<file path="config.mk">
export PLATFORM = sky130hd
export DESIGN_NAME = load_store_unit
export DESIGN_NICKNAME = d
export VERILOG_FILES = /design/src/rtl/load_store_unit_pkg.sv /design/src/rtl/load_store_unit_align.sv /design/src/rtl/load_store_unit.sv
export SDC_FILE = /design/constraint.sdc
export NUM_CORES = 1
export LEC_CHECK = 0
export ABC_CLOCK_PERIOD_IN_PS = 3600
export BUFFER_PORTS_ARGS = -buffer_cell sky130_fd_sc_hd__buf_4
export CAP_MARGIN = 20
export CORE_ASPECT_RATIO = 1.25
export CORE_MARGIN = 1
export CORE_UTILIZATION = 51
export CTS_CLUSTER_DIAMETER = 100
export CTS_CLUSTER_SIZE = 25
export DETAILED_ROUTE_END_ITERATION = 6
export GPL_ROUTABILITY_DRIVEN = 1
export PLACE_DENSITY = 0.89
export SETUP_SLACK_MARGIN = 0.4
export SYNTH_ARGS = -nofsm -noshare
export SYNTH_HDL_FRONTEND = slang
export SYNTH_HIERARCHICAL = 1
export SYNTH_SLANG_ARGS = --single-unit
export TNS_END_PERCENT = 20
</file>
<file path="constraint.sdc">
create_clock -name raw_clk -period 3.6 [get_ports raw_clk]
set_input_delay 0.36 -clock raw_clk [delete_from_list [all_inputs] [get_ports raw_clk]]
set_output_delay 0.36 -clock raw_clk [all_outputs]
set_load 0.02 [all_outputs]
</file>
<file path="src/rtl/load_store_unit_pkg.sv">
// Shared definitions for the load/store unit: funct3 encodings and FSM states.
package load_store_unit_pkg;

    localparam logic [2:0] FUNCT3_LB  = 3'd0;
    localparam logic [2:0] FUNCT3_LH  = 3'd1;
    localparam logic [2:0] FUNCT3_LW  = 3'd2;
    localparam logic [2:0] FUNCT3_LBU = 3'd4;
    localparam logic [2:0] FUNCT3_LHU = 3'd5;
    localparam logic [2:0] FUNCT3_SB  = 3'd0;
    localparam logic [2:0] FUNCT3_SH  = 3'd1;
    localparam logic [2:0] FUNCT3_SW  = 3'd2;

    typedef enum logic [1:0] {
        ST_IDLE   = 2'd0,
        ST_ACCESS = 2'd1,
        ST_WAIT   = 2'd2,
        ST_RESP   = 2'd3
    } lsu_state_e;

endpackage

</file>
<file path="src/rtl/load_store_unit_align.sv">
// Combinational byte-lane logic: store lane mask and data replication,
// load lane extraction with sign/zero extension, and access legality.
module load_store_unit_align
    import load_store_unit_pkg::*;
(
    input  logic        write,
    input  logic [2:0]  funct3,
    input  logic [1:0]  addr_lo,
    input  logic [31:0] wdata,
    input  logic [31:0] rdata,
    output logic [3:0]  store_mask,
    output logic [31:0] store_data,
    output logic [31:0] load_data,
    output logic        error
);

    logic [7:0]  lane_byte;
    logic [15:0] lane_half;

    // Store: replicate the datum across the word so any lane sees its bytes.
    always_comb begin
        store_mask = 4'b0000;
        store_data = 32'h0;
        case (funct3)
            FUNCT3_SB: begin
                store_data = {4{wdata[7:0]}};
                store_mask = 4'b0001 << addr_lo;
            end
            FUNCT3_SH: begin
                store_data = {2{wdata[15:0]}};
                store_mask = addr_lo[1] ? 4'b1100 : 4'b0011;
            end
            FUNCT3_SW: begin
                store_data = wdata;
                store_mask = 4'b1111;
            end
            default: ;
        endcase
    end

    // Load: pick the addressed byte/half and extend to 32 bits.
    always_comb begin
        case (addr_lo)
            2'd0:    lane_byte = rdata[7:0];
            2'd1:    lane_byte = rdata[15:8];
            2'd2:    lane_byte = rdata[23:16];
            default: lane_byte = rdata[31:24];
        endcase
        lane_half = addr_lo[1] ? rdata[31:16] : rdata[15:0];
        load_data = 32'h0;
        case (funct3)
            FUNCT3_LB:  load_data = {{24{lane_byte[7]}}, lane_byte};
            FUNCT3_LH:  load_data = {{16{lane_half[15]}}, lane_half};
            FUNCT3_LW:  load_data = rdata;
            FUNCT3_LBU: load_data = {24'h0, lane_byte};
            FUNCT3_LHU: load_data = {16'h0, lane_half};
            default:    load_data = 32'h0;
        endcase
    end

    // Misaligned halves/words and unused funct3 encodings are rejected.
    always_comb begin
        error = 1'b0;
        if (write) begin
            case (funct3)
                FUNCT3_SB: error = 1'b0;
                FUNCT3_SH: error = addr_lo[0];
                FUNCT3_SW: error = |addr_lo;
                default:   error = 1'b1;
            endcase
        end else begin
            case (funct3)
                FUNCT3_LB, FUNCT3_LBU: error = 1'b0;
                FUNCT3_LH, FUNCT3_LHU: error = addr_lo[0];
                FUNCT3_LW:             error = |addr_lo;
                default:               error = 1'b1;
            endcase
        end
    end

endmodule

</file>
<file path="src/rtl/load_store_unit.sv">
// Load/store unit: accepts one CPU request at a time and runs a single
// word-aligned access on memory_bus, returning one response pulse.
//
//   state  | meaning
//   IDLE   | ready for a request
//   ACCESS | bus strobe cycle (stores write here)
//   WAIT   | load waiting READ_LATENCY cycles for bus_data_in
//   RESP   | rsp_valid pulse; back to IDLE next cycle
module load_store_unit
    import load_store_unit_pkg::*;
#(
    parameter int ADDR_WIDTH   = 16,
    parameter int READ_LATENCY = 1
) (
    input  logic                  raw_clk,
    input  logic                  reset,
    input  logic                  req_valid,
    output logic                  req_ready,
    input  logic                  req_write,
    input  logic [2:0]            req_funct3,
    input  logic [ADDR_WIDTH-1:0] req_address,
    input  logic [31:0]           req_wdata,
    output logic                  rsp_valid,
    output logic [31:0]           rsp_rdata,
    output logic                  rsp_error,
    output logic [ADDR_WIDTH-1:0] bus_address,
    output logic [31:0]           bus_data_out,
    output logic [3:0]            bus_write_mask,
    output logic                  bus_enable,
    output logic                  bus_write_enable,
    input  logic [31:0]           bus_data_in
);

    localparam logic [1:0] LAT_INIT = 2'(READ_LATENCY - 1);

    lsu_state_e  st;
    logic        r_write;
    logic [2:0]  r_funct3;
    logic [1:0]  r_addr_lo;
    logic [1:0]  lat_cnt;

    logic        al_write;
    logic [2:0]  al_funct3;
    logic [1:0]  al_addr_lo;
    logic [3:0]  al_mask;
    logic [31:0] al_store_data;
    logic [31:0] al_load_data;
    logic        al_error;

    // Lane logic sees the live request while idle, the captured one afterwards.
    assign al_write   = (st == ST_IDLE) ? req_write             : r_write;
    assign al_funct3  = (st == ST_IDLE) ? req_funct3            : r_funct3;
    assign al_addr_lo = (st == ST_IDLE) ? req_address[1:0]      : r_addr_lo;

    load_store_unit_align u_align (
        .write      (al_write),
        .funct3     (al_funct3),
        .addr_lo    (al_addr_lo),
        .wdata      (req_wdata),
        .rdata      (bus_data_in),
        .store_mask (al_mask),
        .store_data (al_store_data),
        .load_data  (al_load_data),
        .error      (al_error)
    );

    // Sequencing FSM with registered bus and response outputs.
    always_ff @(posedge raw_clk) begin
        if (reset) begin
            st               <= ST_IDLE;
            req_ready        <= 1'b1;
            rsp_valid        <= 1'b0;
            rsp_error        <= 1'b0;
            rsp_rdata        <= 32'h0;
            bus_enable       <= 1'b0;
            bus_write_enable <= 1'b0;
            bus_write_mask   <= 4'b0000;
            bus_address      <= '0;
            bus_data_out     <= 32'h0;
            r_write          <= 1'b0;
            r_funct3         <= 3'd0;
            r_addr_lo        <= 2'd0;
            lat_cnt          <= 2'd0;
        end else begin
            rsp_valid <= 1'b0;
            rsp_error <= 1'b0;
            rsp_rdata <= 32'h0;
            case (st)
                ST_IDLE: begin
                    if (req_valid) begin
                        req_ready <= 1'b0;
                        r_write   <= req_write;
                        r_funct3  <= req_funct3;
                        r_addr_lo <= req_address[1:0];
                        if (al_error) begin
                            st        <= ST_RESP;
                            rsp_valid <= 1'b1;
                            rsp_error <= 1'b1;
                        end else begin
                            st          <= ST_ACCESS;
                            bus_enable  <= 1'b1;
                            bus_address <= {req_address[ADDR_WIDTH-1:2], 2'b00};
                            if (req_write) begin
                                bus_write_enable <= 1'b1;
                                bus_write_mask   <= al_mask;
                                bus_data_out     <= al_store_data;
                            end
                        end
                    end
                end
                ST_ACCESS: begin
                    if (r_write) begin
                        st               <= ST_RESP;
                        rsp_valid        <= 1'b1;
                        bus_enable       <= 1'b0;
                        bus_write_enable <= 1'b0;
                        bus_write_mask   <= 4'b0000;
                        bus_address      <= '0;
                        bus_data_out     <= 32'h0;
                    end else begin
                        st      <= ST_WAIT;
                        lat_cnt <= LAT_INIT;
                    end
                end
                ST_WAIT: begin
                    if (lat_cnt == 2'd0) begin
                        st          <= ST_RESP;
                        rsp_valid   <= 1'b1;
                        rsp_rdata   <= al_load_data;
                        bus_enable  <= 1'b0;
                        bus_address <= '0;
                    end else begin
                        lat_cnt <= lat_cnt - 2'd1;
                    end
                end
                ST_RESP: begin
                    st        <= ST_IDLE;
                    req_ready <= 1'b1;
                end
                default: st <= ST_IDLE;
            endcase
        end
    end

endmodule
</file>
# == Word-level counts from Yosys, hierarchy flattened ==
# Index checks and enable logic that the tools add are counted.
# totals
latchBits,0
n_memories,0
wordCells,105
reg_bits,99
romBits,0
ram_bits,0
# op_classes
n_reduce_logical,19
n_addsub,1
bitwise,3
magnitude_cmp,0
div,0
muxes,51
shifts,1
n_mul,0
n_eq_ne,16
# op_table
cell,n
32-bit case mux with 5 select lines,1
32-bit 2-to-1 mux,4
32-bit case mux with 3 select lines,1
16-bit 2-to-1 mux,5
32-bit case mux with 2 select lines,1
16-bit case mux with 3 select lines,1
8-bit case mux with 3 select lines,1
4-bit 2-to-1 mux,5
1-bit 2-to-1 mux,15
2-bit inequality test (second input constant),7
2-bit 2-to-1 mux,6
1-bit case mux with 3 select lines,4
4-bit case mux with 3 select lines,1
5-bit AND reduction,2
2-bit case mux with 4 select lines,1
4-bit case mux with 2 select lines,1
2-bit OR reduction,4
2-bit equality test (second input constant),3
3-bit equality test (second input constant),2
2-bit logical NOT,3
2-bit AND reduction,3
2-bit nonzero test,3
2-bit by 1-bit equality test with 1-bit output (second input constant),2
1-bit case mux with 2 select lines,2
other kinds (11),13

# == Longest topological paths before layout ==
# depth
depth_word,9
depth_mapped,14
mapped_depth_nobuf,9

# == By module ==
# Netlist, hierarchy kept.
# by_module_without_submodules
mod,cells_per_inst,area_each_um2,instances
load_store_unit,391,3694.8,1
load_store_unit_align,219,1420.1,1

# == Worst setup path before layout ==
# Ideal clock, no wire load.
# synth_path
kind,register to register
startpoint,register st[0]
endpoint,register bus_address[12]
path_stages_with_launch,14
path_slack_ns,0.451
path_buffers,4
setup_ns,0.070
synth_period_minus_slack_ns,3.149
t_arrival_ns,3.078
cell_sequence,dfxtp_1 inv_1 ha_1 clkbuf_1 mux2_2 buf_4 clkbuf_1 a221oi_1 a21oi_1 nand2_1 o2111ai_1 buf_2 or4b_1 a21oi_1
# synth_via
elab_chain_cells,8
word_cells_on_any_way,24
classes_between,eq/ne: 10; mux: 7; reduce/logical: 7
# synth_lines
element,line,rtl
start: declaration,load_store_unit.sv:36,lsu_state_e st;
start signal: assignment,load_store_unit.sv:70,st <= ST_IDLE;
start signal: assignment,load_store_unit.sv:96,st <= ST_RESP;
start signal: assignment,load_store_unit.sv:100,st <= ST_ACCESS;
2-bit logical NOT (*),load_store_unit.sv:52,assign al_funct3 = (st == ST_IDLE) ? req_funct3 : r_funct3;
3-bit 2-to-1 mux (*),load_store_unit.sv:52,
via al_funct3[0],load_store_unit.sv:43,logic [2:0] al_funct3;
"3-bit by 1-bit equality test with 1-bit output, or another cell as far along","load_store_unit_align.sv:65, load_store_unit_align.sv:72",
2-bit OR reduction,load_store_unit_align.sv:72,case (funct3)
1-bit case mux with 3 select lines,load_store_unit_align.sv:72,
1-bit 2-to-1 mux (*),load_store_unit_align.sv:64,if (write) begin
via al_error,load_store_unit.sv:48,logic al_error;
2-bit inequality test (no line) (*),n/a,
5-bit AND reduction (no line) (*),n/a,
end signal: assignment,load_store_unit.sv:102,"bus_address <= {req_address[ADDR_WIDTH-1:2], 2'b00};"
end: declaration,load_store_unit.sv:26,"output logic [ADDR_WIDTH-1:0] bus_address,"
# Mark *: on every way through the listed nets, which the timed path passes. The rest lies on a longest branch.
# A chain may end at the register's enable or synchronous reset.

# == Final worst setup path ==
# layout_path
startpoint,register st[1]
endpoint,register bus_address[15]
# layout_via
word_cells_on_any_way,24
classes_between,eq/ne: 10; mux: 7; reduce/logical: 7
# layout_lines
element,line,rtl
2-bit logical NOT (*),load_store_unit.sv:53,assign al_addr_lo = (st == ST_IDLE) ? req_address[1:0] : r_addr_lo;
2-bit 2-to-1 mux (*),load_store_unit.sv:53,
via al_addr_lo[0],load_store_unit.sv:44,logic [1:0] al_addr_lo;
2-bit OR reduction,"load_store_unit_align.sv:68, load_store_unit_align.sv:75",
"1-bit case mux with 3 select lines, on equally long branches","load_store_unit_align.sv:72, load_store_unit_align.sv:65",
1-bit 2-to-1 mux (*),load_store_unit_align.sv:64,
via al_error,load_store_unit.sv:48,
2-bit inequality test (no line) (*),n/a,
5-bit AND reduction (no line) (*),n/a,
# Marked as above.

==> insert_results.sql <==
INSERT INTO impl_metrics (metric_group, metric, value, unit) VALUES
('outcome', 'status', 'completed', ''),
('die', 'fp-row-count', '40', ''),
('worst_setup_path', 'worst-endpoint-required', '3.86', 'ns'),
('die', 'die-area', '10400', 'µm²'),
('sta', 'setup-tns-final', '0', 'ns'),
('logic_synthesis', 'async_reset_ff_frac', '0', ''),
('flow_run', 'max_cap_violation_count', '0', ''),
('sta', 'final-hold-violation-count', '0', ''),
('die', 'die_width', '91.6', 'µm'),
('worst_setup_path', 'reg2reg_slack', '0.62', 'ns'),
('routing', 'wl_met1', '5830', 'µm'),
('logic_synthesis', 'synth_edf_count', '0', ''),
('worst_setup_path', 'critPathBufInv', '1', ''),
('logic_synthesis', 'synth_area_leader_cell', 'sky130_fd_sc_hd__dfxtp_1', ''),
('logic_synthesis', 'post_synth_inst_count', '610', ''),
('worst_setup_path', 'category_of_cells_accounting_for_the_largest_share_of_critical_path_delay', 'compound AO/OA/AOI/OAI gates', ''),
('routing', 'detailedRoute.firstIterationViolations', '370', ''),
('worst_setup_path', 'worst_setup_path_endpoint', 'bus_address[15]', ''),
('sta', 'setup_violations', '0', ''),
('logic_synthesis', 'synth_simple_gate_area_frac', '0.254', ''),
('routing', 'post_detailed_route_via_to_cell_ratio', '5.79', ''),
('clocking', 'postCtsHoldBufs', '0', ''),
('routing', 'drt_wl_total', '14600', 'µm'),
('worst_setup_path', 'r2r-start', 'st[1]', ''),
('placed_design', 'post-dp-hpwl', '10200', 'µm'),
('clocking', 'clockRootBuffer', 'sky130_fd_sc_hd__clkbuf_16', ''),
('worst_setup_path', 'timing.critical_path.mode_cell', 'sky130_fd_sc_hd__a21oi_1', ''),
('min_path', 'class_of_the_tightest_hold_or_removal_check', 'input pin to flop', ''),
('sta', 'unrepaired_setup_endpoints_after_global_routing', 'no', ''),
('clocking', 'worst_skew_pair.late_latency', '0.34', 'ns'),
('layout', 'final_common_cell', 'sky130_fd_sc_hd__buf_4', ''),
('sta', 'clock_period_minus_worst_slack', '2.98', 'ns'),
('die', 'initial_core_util', '0.530', ''),
('logic_synthesis', 'netlist.area_leader.share', '0.380', ''),
('logic_synthesis', 'yosys.area_share.adder', '0.0196', ''),
('worst_setup_path', 'register_to_register_path_depth', '9', ''),
('grt', 'grt_pass1_wl', '22100', 'µm'),
('layout', 'layout_common_cells', 'sky130_fd_sc_hd__buf_4 (182), sky130_fd_sc_hd__dfxtp_1 (97), sky130_fd_sc_hd__a21oi_1 (85), sky130_fd_sc_hd__nand2_1 (83), sky130_fd_sc_hd__and2_1 (42)', ''),
('worst_setup_path', 'critical_path_start', 'st[1]', ''),
('logic_synthesis', 'yosys_warnings', '6', ''),
('sta', 'fin_worst_skew', '0.00704', 'ns'),
('power', 'p_per_area', '786', 'nW/µm²'),
('worst_setup_path', 'cp-end-kind', 'flop', ''),
('worst_setup_path', 'cpPeakStageDelay', '0.56', 'ns'),
('power', 'total_leakage_power', '2.79', 'nW'),
('clocking', 'clock_sinks', '97', ''),
('logic_synthesis', 'synthDistinctLibCells', '52', ''),
('worst_setup_path', 'worst_setup_path_start_kind', 'flop', ''),
('die', 'fp.coreArea', '9660', 'µm²'),
('worst_setup_path', 'path_depth', '9', ''),
('worst_setup_path', 'worstPathMaxFanout', '14', ''),
('placed_design', 'gpl.final_weighted_congestion', '0.895', ''),
('routing', 'top_layer', 'met4', ''),
('layout', 'finalNetCount', '840', ''),
('sta', 'maxSlewViolCount', '0', ''),
('die', 'vertical_extent_of_the_die', '114', 'µm'),
('sta', 'slew-limit-headroom', '0.298', ''),
('logic_synthesis', 'synthTopCellsByArea', 'sky130_fd_sc_hd__dfxtp_1 (38%), sky130_fd_sc_hd__a21oi_1 (8.3%), sky130_fd_sc_hd__nand2_1 (6.1%), sky130_fd_sc_hd__nand3b_1 (5.4%), sky130_fd_sc_hd__and2_1 (5.1%)', ''),
('power', 'peakVddDrop', '0.476', 'mV'),
('worst_setup_path', 'regToRegEndpoint', 'bus_address[15]', ''),
('logic_synthesis', 'synthMuxAreaShare', '0.0391', ''),
('logic_synthesis', 'synth_seq_cells', '97', ''),
('grt', 'antenna_found_initial', '0', ''),
('sta', 'fmax', '335', 'MHz'),
('routing', 'ant_nets', '0', ''),
('routing', 'detailroute.via_count', '5074', ''),
('clocking', 'tritoncts_clock_tree', 'done', ''),
('logic_synthesis', 'syn_area_cell', '8.39', 'µm²'),
('grt', 'globalRouteOverflowTotal', '0', ''),
('layout', 'areaGrowthSynthToFinish', '30.7', '%'),
('grt', 'gr-usage-all-layers', '0.267', '');
[worst min-delay path by stage]
stage                                start          endpoint  slack [ns]  cells after the start
after CTS                   req_address[1]      r_addr_lo[1]        0.29                      3
after detailed placement  bus_data_out[19]  bus_data_out[19]        0.45                      2
after floorplan                 lat_cnt[1]        lat_cnt[1]        0.43                      2
final                       req_address[1]      r_addr_lo[1]        0.29                      3
after global routing             req_write           r_write        0.30                      3
after global placement          lat_cnt[1]        lat_cnt[1]        0.44                      2
[flip-flops by register name, summed over array words and instances (netlist names)]
name,flops
bus_data_out,32
rsp_rdata,32
bus_address,14
bus_write_mask,4
r_funct3,3
lat_cnt,2
r_addr_lo,2
st,2
bus_enable,1
bus_write_enable,1
r_write,1
req_ready,1
rsp_error,1
rsp_valid,1
[worst min-delay path, stage by stage]
cell	delay, ns
sky130_fd_sc_hd__buf_4	0.12
sky130_fd_sc_hd__nand3_1	0.06
sky130_fd_sc_hd__a21oi_1	0.05
[cell usage after synthesis, drive strengths merged (2+ instances only)]
library cell   n
mux2i          5
mux2          13
clkbuf        30
o21ai         23
nor2          15
nand2         83
and2          42
o21a           2
or4b          14
buf           30
or3b           2
dfxtp         97
a21oi         85
a21o          13
inv            7
ha             8
nand3b        37
nand2b        14
a211oi        19
a2bb2oi        5
nand3          7
a221o          7
o221ai         3
a21boi         3
a22oi         21
nor2b         10
nor3b          2
[metal layers]
layer,track usage,up-vias
met5,0,-
met4,0.167,0
met3,0.0460,54
met2,0.449,257
met1,0.317,2337
li1,-,2426
[cell families after synthesis]
group	Yosys count
simple gates	229
compound gates	189
fa+ha+maj	8
xor+xnor	1
flops	97
other cells	1
buf+inv	67
mux	18
[per-stage QoR]
| step | setup slack (ns) | utilization | instances | cell area [µm²] |
|---|---|---|---|---|
| after global placement | 0.391 | 0.657 | 859 | 6340 |
| after global routing | 0.438 | 0.692 | 876 | 6690 |
| final | 0.617 | 0.692 | 876 | 6690 |
| after CTS | 0.456 | 0.688 | 875 | 6650 |
| after floorplan | 0.451 | - | 611 | 5120 |
| after detailed placement | 0.184 | 0.657 | 859 | 6340 |
[what timing repair did]
action / 4_1_cts / 5_1_grt
resized for setup: 2 / 4
setup endpoints to repair: 15 / 18
setup buffers: 0 / 0
gates cloned: 0 / 1
[final cells by class]
type | count | area [µm²]
Clock inverter | 5 | 56.3
Sequential cell | 97 | 1940
Fill cell | 750 | 2970
Clock buffer | 11 | 233
Timing Repair Buffer | 182 | 1370
Inverter | 7 | 26.3
Multi-Input combinational cell | 448 | 2900
Tap cell | 126 | 158
[report_power, final]
group          switching [mW]  leakage (nW)  internal [mW]
Combinational            1.71          1.86           1.19
Sequential              0.120         0.788           1.29
Clock                   0.406         0.139          0.538
(Power assumes the default switching activity.)
